<file path="src/rtl/sisc_pkg.sv">
// Shared SISC definitions: owner codes, arbiter states, default widths.
package sisc_pkg;

  localparam int SISC_AW = 16;
  localparam int SISC_DW = 32;

  localparam logic [1:0] OWN_NONE = 2'd0;
  localparam logic [1:0] OWN_IF   = 2'd1;
  localparam logic [1:0] OWN_DM   = 2'd2;
  localparam logic [1:0] OWN_DBG  = 2'd3;

  localparam logic [1:0] ARB_IDLE   = 2'd0;
  localparam logic [1:0] ARB_ACCESS = 2'd1;
  localparam logic [1:0] ARB_RESP   = 2'd2;

endpackage

</file>
<file path="src/rtl/mem_arb_pick.sv">
// Priority picker: DM > IF > DBG, unless DBG is starved.
module mem_arb_pick
  import sisc_pkg::*;
(
  input  logic       if_req,
  input  logic       dm_req,
  input  logic       dbg_req,
  input  logic       starve,
  output logic [1:0] owner
);

  logic force_dbg;

  assign force_dbg = starve & dbg_req;

  // terms are made mutually exclusive so the decode stays unique
  always_comb begin
    owner = OWN_NONE;
    unique case (1'b1)
      force_dbg:
        owner = OWN_DBG;
      !force_dbg & dm_req:
        owner = OWN_DM;
      !force_dbg & !dm_req & if_req:
        owner = OWN_IF;
      !force_dbg & !dm_req & !if_req & dbg_req:
        owner = OWN_DBG;
      default:
        owner = OWN_NONE;
    endcase
  end

endmodule

</file>
<file path="src/rtl/mem_arb.sv">
// Single-port memory arbiter for IF, DM and DBG requesters.
module mem_arb
  import sisc_pkg::*;
#(
  parameter int AW      = SISC_AW,
  parameter int DW      = SISC_DW,
  parameter int STARVE  = 4,
  parameter int TIMEOUT = 15
) (
  input  logic          clk,
  input  logic          rst_f,
  input  logic          if_req,
  input  logic [AW-1:0] if_addr,
  output logic          if_ack,
  input  logic          dm_req,
  input  logic          dm_we,
  input  logic [AW-1:0] dm_addr,
  input  logic [DW-1:0] dm_wdata,
  output logic          dm_ack,
  input  logic          dbg_req,
  input  logic          dbg_we,
  input  logic [AW-1:0] dbg_addr,
  input  logic [DW-1:0] dbg_wdata,
  output logic          dbg_ack,
  output logic [DW-1:0] rdata,
  output logic          err,
  output logic [1:0]    owner,
  output logic          busy,
  output logic          mem_en,
  output logic          mem_we,
  output logic [AW-1:0] mem_addr,
  output logic [DW-1:0] mem_wdata,
  input  logic [DW-1:0] mem_rdata,
  input  logic          mem_rdy
);

  localparam int TW = $clog2(TIMEOUT + 1);

  logic [1:0]    state;
  logic [2:0]    dbg_wait;
  logic [TW-1:0] tcnt;
  logic [1:0]    pick;
  logic          starve;
  logic          tmo;
  logic          idle;

  assign idle   = state == ARB_IDLE;
  assign starve = dbg_wait == 3'(STARVE);
  assign tmo    = tcnt == TW'(TIMEOUT - 1);

  mem_arb_pick u_pick (
    .if_req  (if_req),
    .dm_req  (dm_req),
    .dbg_req (dbg_req),
    .starve  (starve),
    .owner   (pick)
  );

  always_ff @(posedge clk or negedge rst_f) begin
    if (!rst_f) begin
      state     <= ARB_IDLE;
      tcnt      <= '0;
      owner     <= OWN_NONE;
      busy      <= 1'b0;
      mem_en    <= 1'b0;
      mem_we    <= 1'b0;
      mem_addr  <= '0;
      mem_wdata <= '0;
      rdata     <= '0;
      err       <= 1'b0;
      if_ack    <= 1'b0;
      dm_ack    <= 1'b0;
      dbg_ack   <= 1'b0;
    end else begin
      if_ack  <= 1'b0;
      dm_ack  <= 1'b0;
      dbg_ack <= 1'b0;
      unique case (state)
        ARB_IDLE: begin
          if (pick != OWN_NONE) begin
            state  <= ARB_ACCESS;
            busy   <= 1'b1;
            mem_en <= 1'b1;
            owner  <= pick;
            tcnt   <= '0;
            err    <= 1'b0;
            unique case (pick)
              OWN_DM: begin
                mem_we    <= dm_we;
                mem_addr  <= dm_addr;
                mem_wdata <= dm_wdata;
              end
              OWN_DBG: begin
                mem_we    <= dbg_we;
                mem_addr  <= dbg_addr;
                mem_wdata <= dbg_wdata;
              end
              default: begin
                mem_we    <= 1'b0;
                mem_addr  <= if_addr;
                mem_wdata <= '0;
              end
            endcase
          end
        end
        ARB_ACCESS: begin
          if (mem_rdy || tmo) begin
            state  <= ARB_RESP;
            mem_en <= 1'b0;
            err    <= !mem_rdy;
            if (!mem_rdy)
              rdata <= '0;
            else if (!mem_we)
              rdata <= mem_rdata;
            if_ack  <= owner == OWN_IF;
            dm_ack  <= owner == OWN_DM;
            dbg_ack <= owner == OWN_DBG;
          end else begin
            tcnt <= tcnt + TW'(1);
          end
        end
        ARB_RESP: begin
          state  <= ARB_IDLE;
          busy   <= 1'b0;
          owner  <= OWN_NONE;
          err    <= 1'b0;
          mem_we <= 1'b0;
        end
        default: begin
          state <= ARB_IDLE;
          busy  <= 1'b0;
        end
      endcase
    end
  end

  // losses only count while DBG keeps asking; any gap forgives them
  always_ff @(posedge clk or negedge rst_f) begin
    if (!rst_f)
      dbg_wait <= '0;
    else if (!dbg_req)
      dbg_wait <= '0;
    else if (idle && pick == OWN_DBG)
      dbg_wait <= '0;
    else if (idle && (pick == OWN_IF || pick == OWN_DM)
             && dbg_wait != 3'd7)
      dbg_wait <= dbg_wait + 3'd1;
  end

endmodule

</file>
<file path="config.mk">
export PLATFORM = sky130hd
export DESIGN_NAME = mem_arb
export DESIGN_NICKNAME = d
export VERILOG_FILES = /design/src/rtl/sisc_pkg.sv /design/src/rtl/mem_arb_pick.sv /design/src/rtl/mem_arb.sv
export SDC_FILE = /design/constraint.sdc
export NUM_CORES = 1
export LEC_CHECK = 0
export CORE_MARGIN = 1
export CORE_UTILIZATION = 36
export CTS_CLUSTER_DIAMETER = 120
export CTS_CLUSTER_SIZE = 25
export DETAILED_ROUTE_END_ITERATION = 7
export GPL_TIMING_DRIVEN = 1
export PLACE_DENSITY = 0.83
export SETUP_SLACK_MARGIN = 0.2
export SLEW_MARGIN = 20
export SYNTH_ARGS = -nofsm -noshare
export SYNTH_HDL_FRONTEND = slang
export SYNTH_SLANG_ARGS = --single-unit
</file>
<file path="constraint.sdc">
create_clock -name clk -period 2.3 [get_ports clk]
set_clock_uncertainty 0.05 [all_clocks]
set_input_delay 0.46 -clock clk [delete_from_list [all_inputs] [get_ports clk]]
set_output_delay 0.46 -clock clk [all_outputs]
set_load 0.03 [all_outputs]
</file>
==> results of run 1 <==
[repair_timing]
| item | in CTS | in global routing |
|---|---|---|
| setup endpoints to repair | 53 | 53 |
| hold buffers | 0 | 0 |
| gates resized for setup | 7 | 43 |
| gates cloned | 2 | 5 |
| pin swaps | 0 | 22 |
| buffers inserted | 1 | 4 |
[how the worst max path moves through the flow]
| stage | startpoint | slack, ns | end | cells after the start |
|---|---|---|---|---|
| after floorplan | dbg_wait[0] | 0.13 | mem_addr[10] | 12 |
| after detailed placement | if_req | -0.40 | mem_wdata[30] | 8 |
| after CTS | dbg_wait[1] | 0.17 | mem_wdata[25] | 10 |
| after global placement | if_req | -0.30 | mem_wdata[13] | 8 |
| after global routing | dbg_wait[1] | 0.1 | mem_wdata[31] | 10 |
| final | dbg_wait[1] | 0.16 | mem_wdata[2] | 10 |
[critical path: cells and delay by family (launching register included)]
kind / cells / cell delay (ns)
adder cells (fa/ha/maj): 2 / 0.32
flip-flops: 1 / 0.40
buffers and inverters: 2 / 0.29
AND/OR/NAND/NOR: 4 / 0.70
AO/OA/AOI/OAI: 2 / 0.24
[cells by family (layout without fill, tap and decap cells)]
logic type,after synthesis,count (layout)
buffers and inverters,48,302
DFF,98,98
and+or+nand+nor,142,142
AOI/OAI and AO/OA,157,157
xor gates and xnor gates,1,1
muxes,1,1
adders and majority gates,6,6
[cell usage after synthesis, types with 2 or more instances]
cell type,n
clkbuf_1,18
a31oi_1,2
a211oi_1,3
a21oi_1,5
inv_1,9
nand2_1,56
nor2_1,71
o21ai_0,28
dfrtp_1,98
ha_1,6
a222oi_1,16
o21ai_1,31
nor3_1,2
o2bb2ai_1,2
a221oi_2,10
nand2b_1,2
buf_6,2
buf_2,17
nor2b_1,3
a221oi_1,22
a22oi_1,33
[power breakdown]
part           switching [mW]  internal, mW  leakage (nW)
Sequential              0.559          2.50          1.20
Clock                   0.667         0.737         0.129
Combinational            3.17          2.49          2.01
[state kept, by name, summed over array words and instances (netlist names)]
register	flops
mem_addr	16
dbg_wait	3
mem_en	1
rdata	32
mem_we	1
owner	2
tcnt	4
err	1
dbg_ack	1
busy	1
mem_wdata	32
if_ack	1
state	2
dm_ack	1
[final cells by class]
cell class / instances / area share [%]
inverter: 9 / 0.4176
multi-input combinational: 307 / 27.33
timing repair buffer: 277 / 35.98
clock inverter: 6 / 0.5259
clock buffer: 10 / 2.831
tap: 168 / 2.599
sequential: 98 / 30.32
[routing by layer]
metal	global-route usage [%]	up-vias	wire length [µm]	part of all wire, %
met5	0	-	0	0
met4	9.351	0	361	2.3
met3	4.304	26	872	5.6
met2	41.01	187	8208	53
met1	26.48	2311	6069	39
li1	-	2169	-	-
[per-stage QoR]
stage          util (%)  hold slack (ns)  worst slack [ns]
2_1_floorplan         -           0.1144            0.1313
4_1_cts           64.15          0.06195            0.1733
3_3_place_gp      61.27           0.4169           -0.3031
3_5_place_dp      61.27           0.4251           -0.4007
5_1_grt           66.79          0.08340           0.09867
6_report          66.79          0.05281            0.1643
==> reports/qor.csv, run 1 <==
metric,value,unit
status,"complete, no violations",
reg2reg setup slack,0.16,ns
Crit Path Max Fanout,7,
cell count of the worst reg-to-reg path,10,
vias post-DR,4693,
final non-filler cell area,0.008089,mm²
first-pass detailed-route iteration total,6,
unrepaired setup endpoints after global routing,yes,
Starting Density,37.25,%
clk root buf,clkbuf_16,
Yosys top cell area share,54.35,%
overall power,10.12,mW
Synth area leaders,"dfrtp_1, nor2_1, a22oi_1",
Syn Nets,611,
first-pass GRT wire length,23120,µm
Final #Nets,860,
PortBufs,240,
RR Endpoint,mem_wdata[2],
die area,0.01298,mm²
CP Cell Sequence,inv_2 -> ha_4 -> nand2_4 -> nand2_4 -> a21oi_4 -> ha_4 -> or3_4 -> clkbuf_16 -> a221oi_2 -> nor2_1,
sequential cell area,0.002452,mm²
CTS Buf Count,9,
placed instance area,0.007421,mm²
"commonest non-fill, non-tap cell in the layout",clkdlybuf4s50_1,
clk slew on worst S/H paths,0.07,ns
All-Layer GR Usage,22.76,%
Critical Path Max Stage Delay,0.50,ns
adder-cell area share of the yosys netlist,1.664,%
crit path launch type,register,
"Seq/Total Area, Yosys",54.35,%
CP Capture Type,register,
final setup fails,0,
total grt overflow,0,
final WL,15510,µm
simple-gate share of the synthesized area,12.87,%
XOR/XNOR share of the synthesized area,0.1941,%
CTS sink cnt,98,
Area Growth Syn to Fin,79.28,%
Rel. slew slack,44.39,%
post-synthesis mux area share,0.2219,%
Worst EP required,2.47,ns
# IOs,241,
clk_lat worst skew,0.34,ns
FMAX,468.2,MHz
Netlist Area Pre-Place,0.004512,mm²
Max Cap Viol,0,
share of layout cells above drive strength 1,17.11,%
Crit Path Category,reg2reg,
routed len/inst,17.73,µm
TNS Setup,0,ns
Synthesis Warnings,0,
Yosys reg bits,98,
multi-input logic area,0.002211,mm²
antenna cells,0,
synthesized instance count,453,
Layout fillers,925,
num rows,40,
die width,114.0,µm
"commonest non-fill, non-tap cells in the layout","clkdlybuf4s50_1, dfrtp_1, nor2_1, nand2_1, a22oi_1",
DP Cell Count,847,
"Period Utilization, post-route",92.86,%
Yosys cell types,38,
TritonCTS clock tree,built,
Hold Crit Class,in2async,
Fin. Hold Viols,0,
CP arrival,2.30,ns
power per cell area,1251,mW/mm²
Core ar.,0.01211,mm²
most common flop cell mapped by yosys,dfrtp_1,
post-DP HPWL,10560,µm
fin. max-slew vios,0,
clock buffer depth,2,
largest family of logic cells by synthesized area,compound AO/OA/AOI/OAI gates,
Reg-to-Reg Start,dbg_wait[1],
H-tree levels,3,
RD Place Congestion,0.7870,
Compound-Gate Fraction of Synth Area,25.82,%
antenna violations before repair,0,
Async SR Flop Fraction,100.0,%
Die H,114.0,µm
post-route ant nets,0,
"EDFF count, synth",0,
post-synthesis average cell area,9.960,µm²
routed vias/inst,5.363,
min cycle time layout,2.136,ns
post-synth top area cell,dfrtp_1,
"non-filler cells, final",875,
Initial DRC Count,377,
CP max-delay cell,or3_4,
Peak VDD IR,0.7022,mV
DRC Markers,0,
number of global-route vias before repair,4729,
Worst-Margin Slew,0.8342,ns
largest net degree at the start of global routing,46,
Lkg Pwr,3.337,nW
(Power assumes the default switching activity.)
==> inputs of run 2 (changes only) <==
--- a/constraint.sdc
+++ b/constraint.sdc
@@ -4,2 +4,2 @@
 set_output_delay 0.46 -clock clk [all_outputs]
-set_load 0.03 [all_outputs]
+set_load 0.1 [all_outputs]
==> reports/qor.csv, run 2 (synthesized netlist as in run 1, its figures left out) <==
metric,value,unit,change
fin. max-slew vios,0,,unchanged
CP Cell Sequence,inv_2 -> ha_4 -> nand2_4 -> nand2_4 -> a21oi_4 -> ha_4 -> or3_4 -> buf_12 -> buf_16 -> a221oi_4 -> nor2_1,,
total grt overflow,0,,unchanged
Worst-Margin Slew,0.4495,ns,-0.3847 ns
final WL,14400,µm,-7.2%
antenna cells,0,,unchanged
unrepaired setup endpoints after global routing,yes,,
Crit Path Max Fanout,6,,-1
CP Capture Type,register,,
Layout fillers,948,,+2.5%
Setup WS pre-CTS,-0.3643,ns,+0.03647 ns
CP startpoint,dbg_wait[1],,
vias post-DR,4541,,-3.2%
Area Growth Syn to Fin,72.71,%,
"Period Utilization, post-route",92.54,%,-0.31 points
CTS Buf Count,9,,unchanged
# hold bufs at CTS,0,,unchanged
placed instance area,0.007172,mm²,-3.4%
final non-filler cell area,0.007792,mm²,-3.7%
Hold WS,0.004880,ns,-0.04793 ns
RD Place Congestion,0.7789,,-1.0%
CTS sink cnt,98,,unchanged
PortBufs,240,,unchanged
status,"complete, no violations",,
Core ar.,0.01211,mm²,unchanged
die area,0.01298,mm²,unchanged
Hold Crit Class,in2async,,
post-route ant nets,0,,unchanged
routed len/inst,16.44,µm,-7.3%
share of layout cells above drive strength 1,26.84,%,+9.7 points
"commonest non-fill, non-tap cells in the layout","clkdlybuf4s50_1, buf_4, dfrtp_1, nor2_1, nand2_1",,
Rel. slew slack,70.03,%,+26 points
Final #Nets,862,,+0.23%
TritonCTS clock tree,built,,
final setup fails,0,,unchanged
Crit Path Category,reg2reg,,
crit path launch type,register,,
Die H,114.0,µm,unchanged
Critical Path Max Stage Delay,0.40,ns,-0.10 ns
first-pass detailed-route iteration total,8,,+2
sequential cell area,0.002452,mm²,unchanged
"commonest non-fill, non-tap cell in the layout",clkdlybuf4s50_1,,
CP arrival,2.31,ns,about the same
Final Util,64.34,%,-2.4 points
biggest regs,"mem_wdata (32), rdata (32), mem_addr (16)",,
clk root buf,clkbuf_16,,
Fin. Hold Viols,0,,unchanged
DRC Markers,0,,unchanged
Initial DRC Count,404,,+7.2%
routed vias/inst,5.184,,-3.3%
CP max-delay cell,dfrtp_1,,
post-DP HPWL,10250,µm,-2.9%
antenna violations before repair,0,,unchanged
# IOs,241,,unchanged
All-Layer GR Usage,22.24,%,-0.52 points
number of global-route vias before repair,4787,,+1.2%
post-route setup slack,0.1715,ns,+0.007226 ns
min cycle time layout,2.128,ns,-0.007226 ns
Starting Density,37.25,%,unchanged
die width,114.0,µm,unchanged
Worst EP required,2.48,ns,about the same
FMAX,469.8,MHz,+0.34%
largest net degree at the start of global routing,53,,+15%
first-pass GRT wire length,22780,µm,-1.5%
Max Cap Viol,0,,unchanged
clk slew on worst S/H paths,0.07,ns,about the same
num rows,40,,unchanged
Reg-to-Reg Start,dbg_wait[1],,
clock buffer depth,2,,unchanged
clk_lat worst skew,0.34,ns,about the same
multi-input logic area,0.002105,mm²,-4.8%
H-tree levels,3,,unchanged
## run 2: routing by layer
metal / GRT usage (%) / wire, µm / vias to the layer above
li1: - / - / 2169
met1: 24.61 / 5725 / 2169
met2: 41.86 / 7541 / 184
met3: 4.357 / 900 / 19
met4: 8.225 / 235 / 0
met5: 0 / 0 / -
## run 2: worst paths after layout
kind	to	slack, ns	cells after the start
setup / recovery	mem_wdata[9]	0.17	11
hold / removal	rdata[22]	0.005	1
setup reg to reg	mem_wdata[9]	0.17	11
hold reg to reg	mem_addr[11]	0.44	2
max in group asynchronous	dbg_wait[1]	1.57	2
min in group clk	mem_addr[11]	0.44	2
## run 2: final cells by class
cell class / instances / share of cell area, %
Clock inverter: 6 / 0.8671
Clock buffer: 9 / 2.890
Multi-Input combinational cell: 307 / 27.01
Tap cell: 168 / 2.698
Sequential cell: 98 / 31.47
Inverter: 9 / 0.4335
Timing Repair Buffer: 279 / 34.63
## run 2: through the flow
step / TNS [ns] / std cells
global route: 0 / 876
floorplan: 0 / 453
detailed placement: -14.25 / 849
global placement: -10.65 / 849
CTS: 0 / 874
finish: 0 / 876
## run 2: critical path, delay by kind of cell, from the launching register on
| family | cells | cell delay (ns) |
|---|---|---|
| AOI/OAI and AO/OA | 2 | 0.23 |
| adders and majority gates | 2 | 0.30 |
| and+or+nand+nor | 4 | 0.62 |
| buffers and inverters | 3 | 0.39 |
| DFF | 1 | 0.40 |
## run 2: timing repair
item	4_1_cts	5_1_grt
setup buffers	6	1
resized for setup	20	8
gates cloned	4	1
pin swaps	5	5
setup endpoints to repair	53	42
Power of run 2 is left out: the tool's default activity adds up to more than one toggle a clock period on the data nets, which glitch-free logic cannot reach.
